File: src/rtl/keypad_pkg.sv
// keypad_pkg -- shared types and constants for the 4x4 keypad scanner.
//
// Contents:
//   state_t      debounce FSM states (IDLE, DEBOUNCE, PRESSED)
//   frame_cls_t  classification of one full 16-bit frame image
//   COL0..COL3   active-low column drive patterns, one per column index
//   KEY_W        width of a key code {row_idx[1:0], col_idx[1:0]}
//   col_pattern  maps a column index to its drive pattern
package keypad_pkg;

  localparam int KEY_W = 4;

  typedef enum logic [1:0] {
    IDLE     = 2'd0,
    DEBOUNCE = 2'd1,
    PRESSED  = 2'd2
  } state_t;

  typedef enum logic [1:0] {
    CLS_NONE   = 2'd0,
    CLS_SINGLE = 2'd1,
    CLS_MULTI  = 2'd2
  } frame_cls_t;

  // One column pulled low at a time; index 0 is the rightmost bit.
  localparam logic [3:0] COL0 = 4'b1110;
  localparam logic [3:0] COL1 = 4'b1101;
  localparam logic [3:0] COL2 = 4'b1011;
  localparam logic [3:0] COL3 = 4'b0111;

  function automatic logic [3:0] col_pattern(input logic [1:0] idx);
    logic [3:0] pat;
    case (idx)
      2'd0:    pat = COL0;
      2'd1:    pat = COL1;
      2'd2:    pat = COL2;
      default: pat = COL3;
    endcase
    return pat;
  endfunction

endpackage

File: src/rtl/keypad_scanner_scan_timer.sv
// scan_timer -- column-step divider for the keypad scanner.
//
// Counts 0..SCAN_DIV-1 and raises tick for one cycle on the terminal
// count. col_idx is the column currently being driven; it advances on the
// same edge that ends the tick cycle, so during a tick col_idx still names
// the column whose window is closing.
//
// Ports:
//   clk      system clock, posedge
//   rst_n    asynchronous active-low reset
//   tick     single-cycle pulse at the end of each column window
//   col_idx  index (0..3) of the column being driven
//
// SCAN_DIV must be at least 4 so the row synchronizer has time to settle
// inside each column window.
module scan_timer #(
  parameter int SCAN_DIV = 100_000
) (
  input  logic       clk,
  input  logic       rst_n,
  output logic       tick,
  output logic [1:0] col_idx
);

  localparam int CW = $clog2(SCAN_DIV);
  localparam logic [CW-1:0] DIV_LAST = CW'(SCAN_DIV - 1);

  logic [CW-1:0] div_cnt;

  // Decoded from a register, so the pulse is clean for synchronous users.
  assign tick = (div_cnt == DIV_LAST);

  always_ff @(posedge clk or negedge rst_n) begin
    if (!rst_n) begin
      div_cnt <= '0;
      col_idx <= 2'd0;
    end else if (tick) begin
      div_cnt <= '0;
      col_idx <= col_idx + 2'd1;
    end else begin
      div_cnt <= div_cnt + 1'b1;
    end
  end

endmodule

File: src/rtl/keypad_scanner.sv
// keypad_scanner -- scans a 4x4 active-low matrix keypad and delivers one
// debounced key code per physical press under a valid/ack handshake.
//
// Ports:
//   clk        system clock, posedge
//   rst_n      asynchronous active-low reset
//   rows[3:0]  matrix rows, active-low, pulled up, asynchronous to clk
//   cols[3:0]  column drive, active-low, one column low at a time
//   key_code   last accepted key, {row_idx[1:0], col_idx[1:0]}
//   key_valid  a new key is pending
//   key_ack    consumer takes the pending key
//   overrun    sticky: a key was accepted while the previous was pending
//   history    (KEYPAD_HISTORY_EN only) last four accepted codes, newest in
//              the low nibble
//
// Handshake: key_valid rises on an accept and holds, with key_code stable,
// until a cycle where key_ack=1 and key_valid=1; the pending key is then
// consumed on that edge. key_ack while key_valid=0 has no effect. An accept
// in the same cycle as a consuming ack wins: key_valid stays high with the
// new code, and overrun is cleared because the old key was taken.
//
// Build option: define KEYPAD_HISTORY_EN to add the history register/port.
//
// The debounce FSM state is visible for checkers as the internal signal
// `state` (type state_t).
module keypad_scanner
  import keypad_pkg::*;
#(
  parameter int SCAN_DIV       = 100_000,  // clk cycles per column, >= 4
  parameter int DEBOUNCE_SCANS = 4         // frames a state must persist, 1..15
) (
  input  logic             clk,
  input  logic             rst_n,
  input  logic [3:0]       rows,
  output logic [3:0]       cols,
  output logic [KEY_W-1:0] key_code,
  output logic             key_valid,
  input  logic             key_ack,
  output logic             overrun
`ifdef KEYPAD_HISTORY_EN
  ,
  output logic [15:0]      history
`endif
);

  localparam logic [3:0] DS_N = 4'(DEBOUNCE_SCANS);

  // --------------------------------------------------------------------
  // Column timing
  // --------------------------------------------------------------------
  logic       tick;
  logic [1:0] col_idx;
  logic [1:0] next_col;

  scan_timer #(
    .SCAN_DIV(SCAN_DIV)
  ) u_scan_timer (
    .clk    (clk),
    .rst_n  (rst_n),
    .tick   (tick),
    .col_idx(col_idx)
  );

  assign next_col = col_idx + 2'd1;

  // --------------------------------------------------------------------
  // Row synchronizer and frame image
  // --------------------------------------------------------------------
  // Synchronizer resets to "all released" so reset never looks like a press.
  logic [3:0]  rows_meta;
  logic [3:0]  rows_sync;
  // image[{c, r}] holds row r as seen while column c was driven (0 = pressed).
  logic [15:0] image;
  // One-cycle pulse the cycle after column 3 was captured: image is complete.
  logic        frame_eval;

  always_ff @(posedge clk or negedge rst_n) begin
    if (!rst_n) begin
      rows_meta  <= 4'hF;
      rows_sync  <= 4'hF;
      image      <= 16'hFFFF;
      cols       <= COL0;
      frame_eval <= 1'b0;
    end else begin
      rows_meta  <= rows;
      rows_sync  <= rows_meta;
      frame_eval <= tick && (col_idx == 2'd3);
      if (tick) begin
        // Sample at the end of the window, then move to the next column.
        image[{col_idx, 2'b00} +: 4] <= rows_sync;
        cols                         <= col_pattern(next_col);
      end
    end
  end

  // --------------------------------------------------------------------
  // Frame classification
  // --------------------------------------------------------------------
  logic [4:0]       low_cnt;
  logic [KEY_W-1:0] low_code;
  frame_cls_t       cls;

  always_comb begin
    low_cnt  = 5'd0;
    low_code = '0;
    for (int c = 0; c < 4; c++) begin
      for (int r = 0; r < 4; r++) begin
        if (!image[c*4 + r]) begin
          low_cnt  = low_cnt + 5'd1;
          low_code = {2'(r), 2'(c)};
        end
      end
    end
    if (low_cnt == 5'd0) begin
      cls = CLS_NONE;
    end else if (low_cnt == 5'd1) begin
      cls = CLS_SINGLE;
    end else begin
      cls = CLS_MULTI;
    end
  end

  // --------------------------------------------------------------------
  // Debounce FSM
  // --------------------------------------------------------------------
  state_t           state;
  logic [3:0]       cnt;   // stable frames (DEBOUNCE) or released frames (PRESSED)
  logic [3:0]       cnt_inc;
  logic [KEY_W-1:0] cand;
  logic             accept;

  assign cnt_inc = cnt + 4'd1;

  // An accept is the frame that completes the debounce run. With
  // DEBOUNCE_SCANS=1 the very first SINGLE frame from IDLE qualifies.
  always_comb begin
    accept = 1'b0;
    if (frame_eval) begin
      case (state)
        IDLE:     accept = (cls == CLS_SINGLE) && (DS_N == 4'd1);
        DEBOUNCE: accept = (cls == CLS_SINGLE) && (low_code == cand) &&
                           (cnt_inc == DS_N);
        default:  accept = 1'b0;
      endcase
    end
  end

  always_ff @(posedge clk or negedge rst_n) begin
    if (!rst_n) begin
      state <= IDLE;
      cnt   <= 4'd0;
      cand  <= '0;
    end else if (frame_eval) begin
      case (state)
        IDLE: begin
          if (cls == CLS_SINGLE) begin
            cand <= low_code;
            if (DS_N == 4'd1) begin
              state <= PRESSED;
              cnt   <= 4'd0;
            end else begin
              state <= DEBOUNCE;
              cnt   <= 4'd1;
            end
          end
        end
        DEBOUNCE: begin
          if ((cls == CLS_SINGLE) && (low_code == cand)) begin
            if (cnt_inc == DS_N) begin
              state <= PRESSED;
              cnt   <= 4'd0;
            end else begin
              cnt <= cnt_inc;
            end
          end else begin
            // Bounce, different key or chord: start over from scratch.
            state <= IDLE;
            cnt   <= 4'd0;
          end
        end
        PRESSED: begin
          // Only an unbroken run of released frames re-arms the scanner;
          // a held or added key restarts the release count.
          if (cls == CLS_NONE) begin
            if (cnt_inc == DS_N) begin
              state <= IDLE;
              cnt   <= 4'd0;
            end else begin
              cnt <= cnt_inc;
            end
          end else begin
            cnt <= 4'd0;
          end
        end
        default: begin
          state <= IDLE;
          cnt   <= 4'd0;
        end
      endcase
    end
  end

  // --------------------------------------------------------------------
  // Output handshake
  // --------------------------------------------------------------------
  always_ff @(posedge clk or negedge rst_n) begin
    if (!rst_n) begin
      key_code  <= '0;
      key_valid <= 1'b0;
      overrun   <= 1'b0;
    end else if (accept) begin
      key_code  <= low_code;
      key_valid <= 1'b1;
      if (key_valid && !key_ack) begin
        overrun <= 1'b1;
      end else if (key_valid && key_ack) begin
        overrun <= 1'b0;
      end
    end else if (key_valid && key_ack) begin
      key_valid <= 1'b0;
      overrun   <= 1'b0;
    end
  end

`ifdef KEYPAD_HISTORY_EN
  // Shift register of accepted codes for the hex display.
  always_ff @(posedge clk or negedge rst_n) begin
    if (!rst_n) begin
      history <= 16'h0000;
    end else if (accept) begin
      history <= {history[11:0], low_code};
    end
  end
`endif

endmodule

File: config.mk
export PLATFORM = sky130hd
export DESIGN_NAME = keypad_scanner
export DESIGN_NICKNAME = d
export VERILOG_FILES = /design/src/rtl/keypad_pkg.sv /design/src/rtl/keypad_scanner_scan_timer.sv /design/src/rtl/keypad_scanner.sv
export SDC_FILE = /design/constraint.sdc
export NUM_CORES = 1
export LEC_CHECK = 0
export BUFFER_PORTS_ARGS = -buffer_cell sky130_fd_sc_hd__buf_2
export CAP_MARGIN = 15
export CORE_MARGIN = 2
export CORE_UTILIZATION = 55
export DETAILED_ROUTE_END_ITERATION = 16
export PLACE_DENSITY = 0.86
export SLEW_MARGIN = 5
export SYNTH_ARGS = -nofsm -noshare
export SYNTH_HDL_FRONTEND = slang
export SYNTH_SLANG_ARGS = --single-unit
File: constraint.sdc
create_clock -name clk -period 9.5 [get_ports clk]
set_input_delay 0.95 -clock clk [delete_from_list [all_inputs] [get_ports clk]]
set_output_delay 0.95 -clock clk [all_outputs]
set_load 0.005 [all_outputs]
== After elaboration in Yosys (flattened, before gate mapping) ==
Index checks and enable logic that the tools add are counted.

* Reductions and logical operators: 14
* Order comparisons: 0
* Bitwise operators: 0
* Div/mod/pow operators: 0
* Multiply operators: 0
* Add/subtract/negate cells: 19
* Muxes and demuxes: 54
* Shifts and indexed selects: 2
* Eq/ne operators: 14

{| class="wikitable"
|+ Operator list
! kind !! count
|-
| adder 5 x 1 -> 5 bit (second input constant) || 15
|-
| 2-to-1 mux 5 bit || 15
|-
| 2-to-1 mux 4 bit || 18
|-
| one-hot mux 4 bit (3 select lines) || 2
|-
| adder 17 x 1 -> 17 bit (second input constant) || 1
|-
| equality test 17 bit (second input constant) || 1
|-
| 2-to-1 mux 17 bit || 1
|-
| bitwise mux 16 bit || 1
|-
| variable shift 4 x 6 -> 16 bit (first input constant) || 1
|-
| variable part select 4 x 6 -> 16 bit || 1
|-
| 2-to-1 mux 2 bit || 7
|-
| 2-to-1 mux 1 bit || 8
|-
| equality test 2 x 1 -> 1 bit (second input constant) || 3
|-
| equality test 2 bit (second input constant) || 3
|-
| zero test 2 bit || 3
|-
| != test 2 bit (second input constant) || 3
|-
| negator 4 -> 6 bit || 1
|-
| one-hot mux 2 bit (3 select lines) || 1
|-
| equality test 5 x 1 -> 1 bit (second input constant) || 1
|-
| logical AND 1 bit || 5
|-
| zero test 5 bit || 1
|-
| AND reduction 5 bit || 1
|-
| adder 4 x 1 -> 4 bit (second input constant) || 1
|-
| equality test 4 x 3 -> 1 bit (second input constant) || 1
|-
| 8 further kinds || 8
|}

* Memories: 0
* Bits of input ports: 7
* Flip-flop bits (word level): 64
* RAM bits: 0
* Output and inout bits: 10
* Memory bits (read-only): 0
* Logic and storage cells: 116
* Bits in latches: 0

== Depth between registers and ports, before layout ==
Gate-level depths: netlist of run 1.

* Depth in word-level cells: 40
* Mapped depth: 52
* Mapped depth without buffers: 51

== Hierarchy ==
Synthesis of run 1 repeated with hierarchy kept, for this count alone.

* Cells, all modules: 514
* Area, all modules: 4775.8 um^2

{| class="wikitable"
|+ Modules (own cells, without submodules)
! module !! area each (um^2) !! cells each !! times used !! seq. area each (um^2)
|-
| keypad_scanner || 3865.0 || 431 || 1 || 1159.9
|-
| scan_timer || 910.9 || 83 || 1 || 475.5
|}

== Least setup slack after synthesis of run 1 ==
No wires, ideal clock.

* Path kind: register to register
* Start: register image[0]
* End: register cand[0]
* Setup slack: 0.051 ns
* Arrival: 9.321 ns
* Period minus slack after synthesis: 9.449 ns
* Path buffers: 1
* Required time: 9.372 ns
* Setup time: 0.128 ns
* Stages on the path, launching flop included: 52
* Path through: dfstp_2 -> inv_1 -> ha_1 -> xnor2_1 -> ha_1 -> nand2b_1 -> o31a_1 -> inv_1 -> ha_1 -> nor2_1 -> a21oi_1 -> ha_1 -> nand2b_1 -> nand2_1 -> nand2_1 -> inv_1 -> ha_1 -> nand2_1 -> (+16 left out) -> a21bo_2 -> ha_1 -> mux2_2 -> ha_1 -> nand2b_1 -> nand2_1 -> ha_1 -> nor2_1 -> a21oi_1 -> a31oi_1 -> inv_1 -> ha_1 -> xnor2_1 -> o31ai_1 -> and2_1 -> clkbuf_1 -> nand4_2 -> mux2_1

* Cells in the longest elaborated chain, start to end: 36
* Elaborated cells on any way between the ends: 37
* Those cells by class: 15 x add/sub; 2 x eq/ne; 18 x mux; 2 x reduce/logical

{| class="wikitable"
|+ RTL lines
! element !! RTL line !! source
|-
| start, declared || keypad_scanner.sv:73 || <nowiki>logic [15:0] image;</nowiki>
|-
| start signal, assigned by index || keypad_scanner.sv:90 || <nowiki>image[{col_idx, 2'b00} +: 4] <= rows_sync;</nowiki>
|-
| 2-to-1 mux 1 bit * || keypad_scanner.sv:108 || <nowiki>if (!image[c*4 + r]) begin</nowiki>
|-
| adder 5 x 1 -> 5 bit || keypad_scanner.sv:109 || <nowiki>low_cnt = low_cnt + 5'd1;</nowiki>
|-
| 2-to-1 mux 5 bit * || keypad_scanner.sv:108 ||
|-
| adder 5 x 1 -> 5 bit || keypad_scanner.sv:109 ||
|-
| 2-to-1 mux 5 bit * || keypad_scanner.sv:108 ||
|-
| adder 5 x 1 -> 5 bit || keypad_scanner.sv:109 ||
|-
| 2-to-1 mux 5 bit * || keypad_scanner.sv:108 ||
|-
| adder 5 x 1 -> 5 bit || keypad_scanner.sv:109 ||
|-
| (+20 left out) || - ||
|-
| 2-to-1 mux 5 bit * || keypad_scanner.sv:108 ||
|-
| adder 5 x 1 -> 5 bit || keypad_scanner.sv:109 ||
|-
| 2-to-1 mux 5 bit * || keypad_scanner.sv:108 ||
|-
| equality test 5 x 1 -> 1 bit || keypad_scanner.sv:116 || <nowiki>end else if (low_cnt == 5'd1) begin</nowiki>
|-
| 2-to-1 mux 2 bit || keypad_scanner.sv:116 ||
|-
| 2-to-1 mux 2 bit * || keypad_scanner.sv:114 || <nowiki>if (low_cnt == 5'd0) begin</nowiki>
|-
| equality test 2 x 1 -> 1 bit * || keypad_scanner.sv:156 || <nowiki>if (cls == CLS_SINGLE) begin</nowiki>
|-
| AND reduction 3 bit (no line) * || - ||
|-
| end signal, assigned || keypad_scanner.sv:157 || <nowiki>cand <= low_code;</nowiki>
|-
| end, declared || keypad_scanner.sv:129 || <nowiki>logic [KEY_W-1:0] cand;</nowiki>
|}

Every way passes the cells marked *; elsewhere a longest branch is shown, timed or not.
A chain may end at the register's enable or synchronous reset.

== Worst setup path in the final report of run 1 ==
* Start: register image[0]
* End: register key_code[1]

* Cells in the longest elaborated chain, start to end: 39
* Elaborated cells on any way between the ends: 40
* Those cells by class: 15 x add/sub; 2 x eq/ne; 20 x mux; 3 x reduce/logical

{| class="wikitable"
|+ RTL lines
! element !! RTL line !! source
|-
| 2-to-1 mux 1 bit * || keypad_scanner.sv:108 ||
|-
| adder 5 x 1 -> 5 bit || keypad_scanner.sv:109 ||
|-
| 2-to-1 mux 5 bit * || keypad_scanner.sv:108 ||
|-
| adder 5 x 1 -> 5 bit || keypad_scanner.sv:109 ||
|-
| 2-to-1 mux 5 bit * || keypad_scanner.sv:108 ||
|-
| adder 5 x 1 -> 5 bit || keypad_scanner.sv:109 ||
|-
| 2-to-1 mux 5 bit * || keypad_scanner.sv:108 ||
|-
| adder 5 x 1 -> 5 bit || keypad_scanner.sv:109 ||
|-
| (+22 left out) || - ||
|-
| 2-to-1 mux 5 bit * || keypad_scanner.sv:108 ||
|-
| equality test 5 x 1 -> 1 bit || keypad_scanner.sv:116 ||
|-
| 2-to-1 mux 2 bit || keypad_scanner.sv:116 ||
|-
| 2-to-1 mux 2 bit * || keypad_scanner.sv:114 ||
|-
| equality test 2 x 1 -> 1 bit * || keypad_scanner.sv:141 || <nowiki>DEBOUNCE: accept = (cls == CLS_SINGLE) && (low_code == cand) &&</nowiki>
|-
| logical AND 1 bit * (2 in a row) || keypad_scanner.sv:141 ||
|-
| 2-to-1 mux 1 bit * || keypad_scanner.sv:139 || <nowiki>case (state)</nowiki>
|-
| 2-to-1 mux 1 bit * || keypad_scanner.sv:138 || <nowiki>if (frame_eval) begin</nowiki>
|-
| end signal, assigned || keypad_scanner.sv:212 || <nowiki>key_code <= low_code;</nowiki>
|-
| end, declared || keypad_scanner.sv:36 || <nowiki>output logic [KEY_W-1:0] key_code,</nowiki>
|}

Marks and branches as above.

==> results of run 1 <==
==> metrics by stage <==
step                power (mW)  std cells  setup WS, ns
floorplan               0.2828        480       0.05123
global placement        0.2901        592       0.09284
detailed placement      0.2905        592       -0.3284
CTS                     0.5699        611      0.007444
global route            0.5857        625       -0.3345
finish                  0.5680        625       0.06516
==> power breakdown <==
part	internal [mW]	leakage [nW]	total, mW	switching (mW)
logic	0.00174	1.38	0.00748	0.00573
clock network	0.175	0.117	0.283	0.108
registers	0.276	0.781	0.278	0.00154
==> timing repair <==
action / 4_1_cts / 5_1_grt
setup buffers: 3 / 14
pin swaps: 4 / 9
resized for setup: 16 / 25
endpoints found under the setup margin: 16 / 16
==> worst paths after layout <==
check	startpoint	end	slack [ns]	cells after the start
max in group asynchronous	rst_n	u_scan_timer.col_idx[0]	8.24	2
max reg2reg	image[0]	key_code[1]	0.07	52
min reg2reg	rows_meta[3]	rows_sync[3]	0.36	0
min	rows_meta[3]	rows_sync[3]	0.36	0
min in group asynchronous	rst_n	cnt[1]	0.73	2
max	image[0]	key_code[1]	0.07	52
==> layout make-up <==
type	instances	area [sq um]
clock buffers	9	123.9
multi-input cells	378	2984
flip-flops and latches	64	1635
fillers	546	2790
repair buffers	40	267.8
inverters	22	82.58
clock inverters	7	118.9
well taps	105	131.4
==> cell usage after synthesis (all sizes together), types with 10 or more instances <==
| cell type | instances | area (sq um) |
|---|---|---|
| nor2b | 13 | 81.33 |
| mux2 | 10 | 112.6 |
| xor2 | 24 | 236.5 |
| xnor2 | 34 | 391.6 |
| o21ai | 34 | 170.2 |
| nor2 | 30 | 115.1 |
| nand3 | 14 | 75.07 |
| inv | 22 | 82.58 |
| nand2b | 15 | 93.84 |
| dfrtp | 37 | 925.9 |
| ha | 23 | 287.8 |
| dfstp | 27 | 709.4 |
| nand2 | 70 | 262.8 |
| a21oi | 12 | 63.81 |
| clkbuf | 11 | 41.29 |
==> routing by layer <==
metal | up-vias | share of wire, % | global-route usage, % | wire, microns
met5 | - | 0 | 0 | 0
met4 | 0 | 2.9 | 6.786 | 295
met3 | 27 | 3.5 | 3.874 | 359
met2 | 111 | 52 | 39.14 | 5315
met1 | 1763 | 42 | 27.31 | 4340
li1 | 1739 | - | - | -
==> state kept, by name, summed over array words and instances (netlist names), named ones only <==
name                  count
u_scan_timer.col_idx      2
state                     2
frame_eval                1
cnt                       4
rows_meta                 4
image                    16
u_scan_timer.div_cnt     17
cand                      4
key_code                  4
rows_sync                 4
cols                      4
key_valid                 1
==> cell families after synthesis <==
group | synth area share [%]
XOR/XNOR | 18.17
flip-flops | 35.61
AO/OA/AOI/OAI | 11.77
multiplexers | 4.278
buffers and inverters | 3.324
AND/OR/NAND/NOR | 20.57
adder cells (fa/ha/maj) | 6.267
==> critical path: cells and delay by family, from the launching register on <==
kind | cells | cell delay, ns
adder cells (fa/ha/maj) | 14 | 3.73
AND/OR/NAND/NOR | 17 | 1.60
AO/OA/AOI/OAI | 10 | 1.57
multiplexers | 4 | 1.16
flip-flops | 1 | 0.55
buffers and inverters | 6 | 0.55
XOR/XNOR | 1 | 0.13
==> results.md, run 1 <==
* Status: finished, final reports clean
* Mapped Cells at 480
* CP most frequent cell: ha_1
* Starting Density at 56.45%
* Fin area at 5344 sq um
* Worst-path clk slew at 0.07 ns
* Max-Cap Viols at 0
* Post-Synthesis Net Count at 510
* Most frequent cells in the layout: nand2_1 (68), dfrtp_1 (37), o21ai_0 (32)
* Post-layout utilization of the core at 65.70%
* ANT nets after route at 0
* Total Negative Setup Slacks at 0 ns
* CP Capture Type: flop
* Die span in x at 95.37 microns
* Least-Margin Pin Slew at 0.7877 ns
* Worst EP arrival at 9.67 ns
* Primary FF master, synth: dfrtp_1
* Initial DRC count at 212
* Relative slew slack at 47.49%
* Fmax achieved at 106.0 MHz
* First-pass iteration count of the detailed router at 5
* Post-synthesis sequential area ratio at 35.61%
* Mapped Area at 4592 sq um
* Die height at 95.37 microns
* Overflow after GRT at 0
* VDD IR-drop max at 135.8 uV
* Final hold violations at 0
* GP Congestion at 0.8919
* Final setup vio count at 0
* Initial antenna violation count at 0
* H-tree depth at 3
* Die ar. at 9095 sq um
* Worst-path maximum fanout at 5
* Area grow syn2layout at 16.38%
* # port buffers at 16
* GRT Overall Usage at 22.03%
* Worst Clk Skew at 0.01696 ns
* Largest net degree at the start of global routing at 65
* Number of synthesized flops with an enable pin at 0
* Placed inst area at 4786 sq um
* Ys Warns at 0
* Clk buf depth at 2
* CTS tree: built
* Number of global-route vias before repair at 3,466
* Period utilisation layout at 99.31%
* CP max stage delay at 0.55 ns
* PwrDens at 106.3 nW/um^2
* Syn avg cell area at 9.566 sq um
* Layout cells sized above 1 at 25.00%
* CP max-delay cell: dfstp_2
* FF+latch count, synth at 64
* Type of origin of the critical path: flop
* Routed vias/inst at 5.824
* Netlist cell types at 68
* Row count at 33
* Fin. max-slew vios at 0
* Post-route DRC at 0
* Final wirelength at 10,310 microns
* Worst skew pair latency at 0.35 ns
* CP Class: flop to flop
* WL/cell at 16.50 microns
* Num ports at 17
* Inserted Diodes at 0
* Root Buffer: clkbuf_8
* Min Hold Slack at 0.3572 ns
* CTS buffer count at 9
* CORE AREA at 8134 sq um
* Via count at 3,640
* Nets at 545
* WP data required at 9.73 ns
* Period minus WS final at 9.435 ns
* Hold_buf cts at 0
* Leakage at 2.277 nW
* Most common cell after layout, fill and taps aside: nand2_1
* Worst Hold Class: flop to flop
* Asr flop ratio synth at 100.0%
* Sink Count at 64
* Post-DP HPWL at 6389 microns
* First-pass GRT wire length at 15,840 microns
Power figures use the tool's default switching activity.
==> run 2: changes to the inputs <==
--- a/config.mk
+++ b/config.mk
@@ -5,12 +5,13 @@
 export SDC_FILE = /design/constraint.sdc
 export NUM_CORES = 1
 export LEC_CHECK = 0
+export ABC_AREA = 0
 export BUFFER_PORTS_ARGS = -buffer_cell sky130_fd_sc_hd__buf_2
 export CAP_MARGIN = 15
 export CORE_MARGIN = 2
 export CORE_UTILIZATION = 55
 export DETAILED_ROUTE_END_ITERATION = 16
-export PLACE_DENSITY = 0.86
+export PLACE_DENSITY = 0.82
 export SLEW_MARGIN = 5
 export SYNTH_ARGS = -nofsm -noshare
 export SYNTH_HDL_FRONTEND = slang
==> run 2 against run 1 <==
Compared with the run above: total power down 9.5%; non-clock buffer count down 4; critical path type unchanged; highest routed layer unchanged; fmax up 0.74%; core utilization down 0.91 points; die area unchanged; clock skew down 0.0070 ns; combinational power about the same.
==> results.md, run 2 (synthesis results as in run 1) <==
* Clk buf depth at 2 (unchanged)
* CTS buffer count at 9 (unchanged)
* Overflow after GRT at 0 (unchanged)
* Biggest regs: u_scan_timer.div_cnt: 17 flops, image: 16 flops
* Final setup vio count at 0 (unchanged)
* Die span in x at 95.37 microns (unchanged)
* First-pass iteration count of the detailed router at 4 (-1)
* Worst setup margin at 0.1341 ns (+0.06890 ns)
* Fin. max-slew vios at 0 (unchanged)
* Relative slew slack at 47.58% (+0.094 points)
* Most frequent cells in the layout: nand2_1 (67), dfrtp_1 (37), o21ai_0 (32), nor2_1 (29)
* Final hold violations at 0 (unchanged)
* Row count at 33 (unchanged)
* CORE AREA at 8134 sq um (unchanged)
* Nets at 541 (-0.73%)
* Worst-path maximum fanout at 6 (+1)
* Grt peak-use layer: met2
* Number of global-route vias before repair at 3,289 (-5.1%)
* WL/cell at 15.08 microns (-8.6%)
* Leakage at 2.222 nW (-2.4%)
* Post-route DRC at 0 (unchanged)
* Via count at 3,495 (-4.0%)
* Layout cells sized above 1 at 23.84% (-1.2 points)
* Die height at 95.37 microns (unchanged)
* Period utilisation layout at 98.59% (-0.73 points)
* Inserted Diodes at 0 (unchanged)
* Initial antenna violation count at 0 (unchanged)
* CP Class: flop to flop
* Max-Cap Viols at 0 (unchanged)
* Routed vias/inst at 5.628 (-3.4%)
* Place WS at -0.4662 ns (-0.1378 ns)
* Most common cell after layout, fill and taps aside: nand2_1
* CP max-delay cell: dfstp_2
* PwrDens at 97.59 nW/um^2 (-8.2%)
* Initial DRC count at 164 (-23%)
* H-tree depth at 3 (unchanged)
* CP most frequent cell: ha_1
* Fmax achieved at 106.8 MHz (+0.74%)
* Worst reg2reg path depth at 49 (-5.8%)
* Min-Delay Path Depth at 0 (unchanged)
* Status: finished, final reports clean
* Worst-path clk slew at 0.07 ns (about the same)
* GR Util met1 at 26.97% (-0.34 points)
* Num ports at 17 (unchanged)
* Worst EP arrival at 9.57 ns (-0.10 ns)
* Hold_buf cts at 0 (unchanged)
* Period minus WS final at 9.366 ns (-0.06890 ns)
* WP data required at 9.71 ns (-0.02 ns)
* Worst Hold Class: flop to flop
* Die ar. at 9095 sq um (unchanged)
* Max reg flops at 17 (unchanged)
* Post-layout utilization of the core at 64.79% (-0.91 points)
* Least-Margin Pin Slew at 0.7863 ns (-0.001409 ns)
* Worst Clk Skew at 0.009913 ns (-0.007044 ns)
* First-pass GRT wire length at 14,680 microns (-7.3%)
* Starting Density at 56.45% (unchanged)
* Largest Register: u_scan_timer.div_cnt
* Min Hold Slack at 0.3568 ns (-0.0004290 ns)
* ANT nets after route at 0 (unchanged)
* Sink Count at 64 (unchanged)
* # port buffers at 16 (unchanged)
* Worst skew pair latency at 0.33 ns (-0.02 ns)
* CP Capture Type: flop
* Met3 Use GR at 4.032% (+0.16 points)
* Largest net degree at the start of global routing at 65 (unchanged)
* Root Buffer: clkbuf_8
* CTS tree: built
* GRT Overall Usage at 20.32% (-1.7 points)
* Finished Layout Cells at 621 (-0.64%)
* VDD IR-drop max at 88.22 uV (-35%)
* Post-DP HPWL at 6202 microns (-2.9%)
* CP max stage delay at 0.55 ns (about the same)
* GP Congestion at 0.9012 (+1.0%)
* Type of origin of the critical path: flop
* Final wirelength at 9366 microns (-9.2%)
* Global Route met2 Usage at 33.57% (-5.6 points)
* Area grow syn2layout at 14.77%
* Placed Instances at 590 (-0.34%)
## run 2: cell count changes in the layout (fill, tap and decap cells not counted), sizes merged
cell	delta
clkinvlp	+1
inv	-1
clkinv	+2
bufinv	-2
buf	-4
## run 2: layer usage
| layer | vias to the layer above | part of all wire [%] |
|---|---|---|
| met2 | 45 | 50 |
| met5 | - | 0 |
| met4 | 0 | 1.1 |
| met3 | 10 | 2.3 |
| met1 | 1709 | 47 |
| li1 | 1731 | - |
## run 2: final timing paths
check | startpoint | to | slack, ns
max in group asynchronous | rst_n | cand[0] | 8.20
hold reg to reg | rows_meta[1] | rows_sync[1] | 0.36
hold / removal | rows_meta[1] | rows_sync[1] | 0.36
setup reg to reg | image[1] | cand[2] | 0.13
min in group asynchronous | rst_n | cnt[1] | 0.75
setup / recovery | image[1] | cand[2] | 0.13
## run 2: worst max-delay path: cells and delay by family, from the launching register on
family | cells | cell delay (ns)
buffers and inverters | 3 | 0.23
AOI/OAI and AO/OA | 8 | 1.41
and+or+nand+nor | 18 | 2.00
DFF | 1 | 0.55
xor gates and xnor gates | 3 | 0.50
adders and majority gates | 13 | 3.35
muxes | 4 | 1.18
## run 2: layout make-up
class,count,area [sq um]
inverter,22,82.58
clock buffer,9,123.9
timing repair buffer,36,234.0
sequential,64,1635
fill,590,2864
clock inverter,7,72.57
tap,105,131.4
multi-input combinational,378,2990
## run 2: stage by stage
step,area [sq um],power [mW],setup TNS (ns)
2_1_floorplan,4592,0.2828,0
6_report,5270,0.5143,0
4_1_cts,5049,0.5232,0
3_5_place_dp,4771,0.2906,-5.752
5_1_grt,5270,0.5356,-2.589
3_3_place_gp,4771,0.2902,0
## run 2: timing repair
action | in CTS | in global routing
endpoints found under the setup margin | 16 | 16
pin swaps | 2 | 11
gates resized for setup | 11 | 23
setup buffers | 3 | 12
## run 2: report_power, final
| part | switching [mW] | total, mW | internal, mW |
|---|---|---|---|
| combinational | 0.00576 | 0.00750 | 0.00174 |
| sequential | 0.00162 | 0.278 | 0.276 |
| clock | 0.108 | 0.229 | 0.121 |
| total | 0.115 | 0.514 | 0.399 |
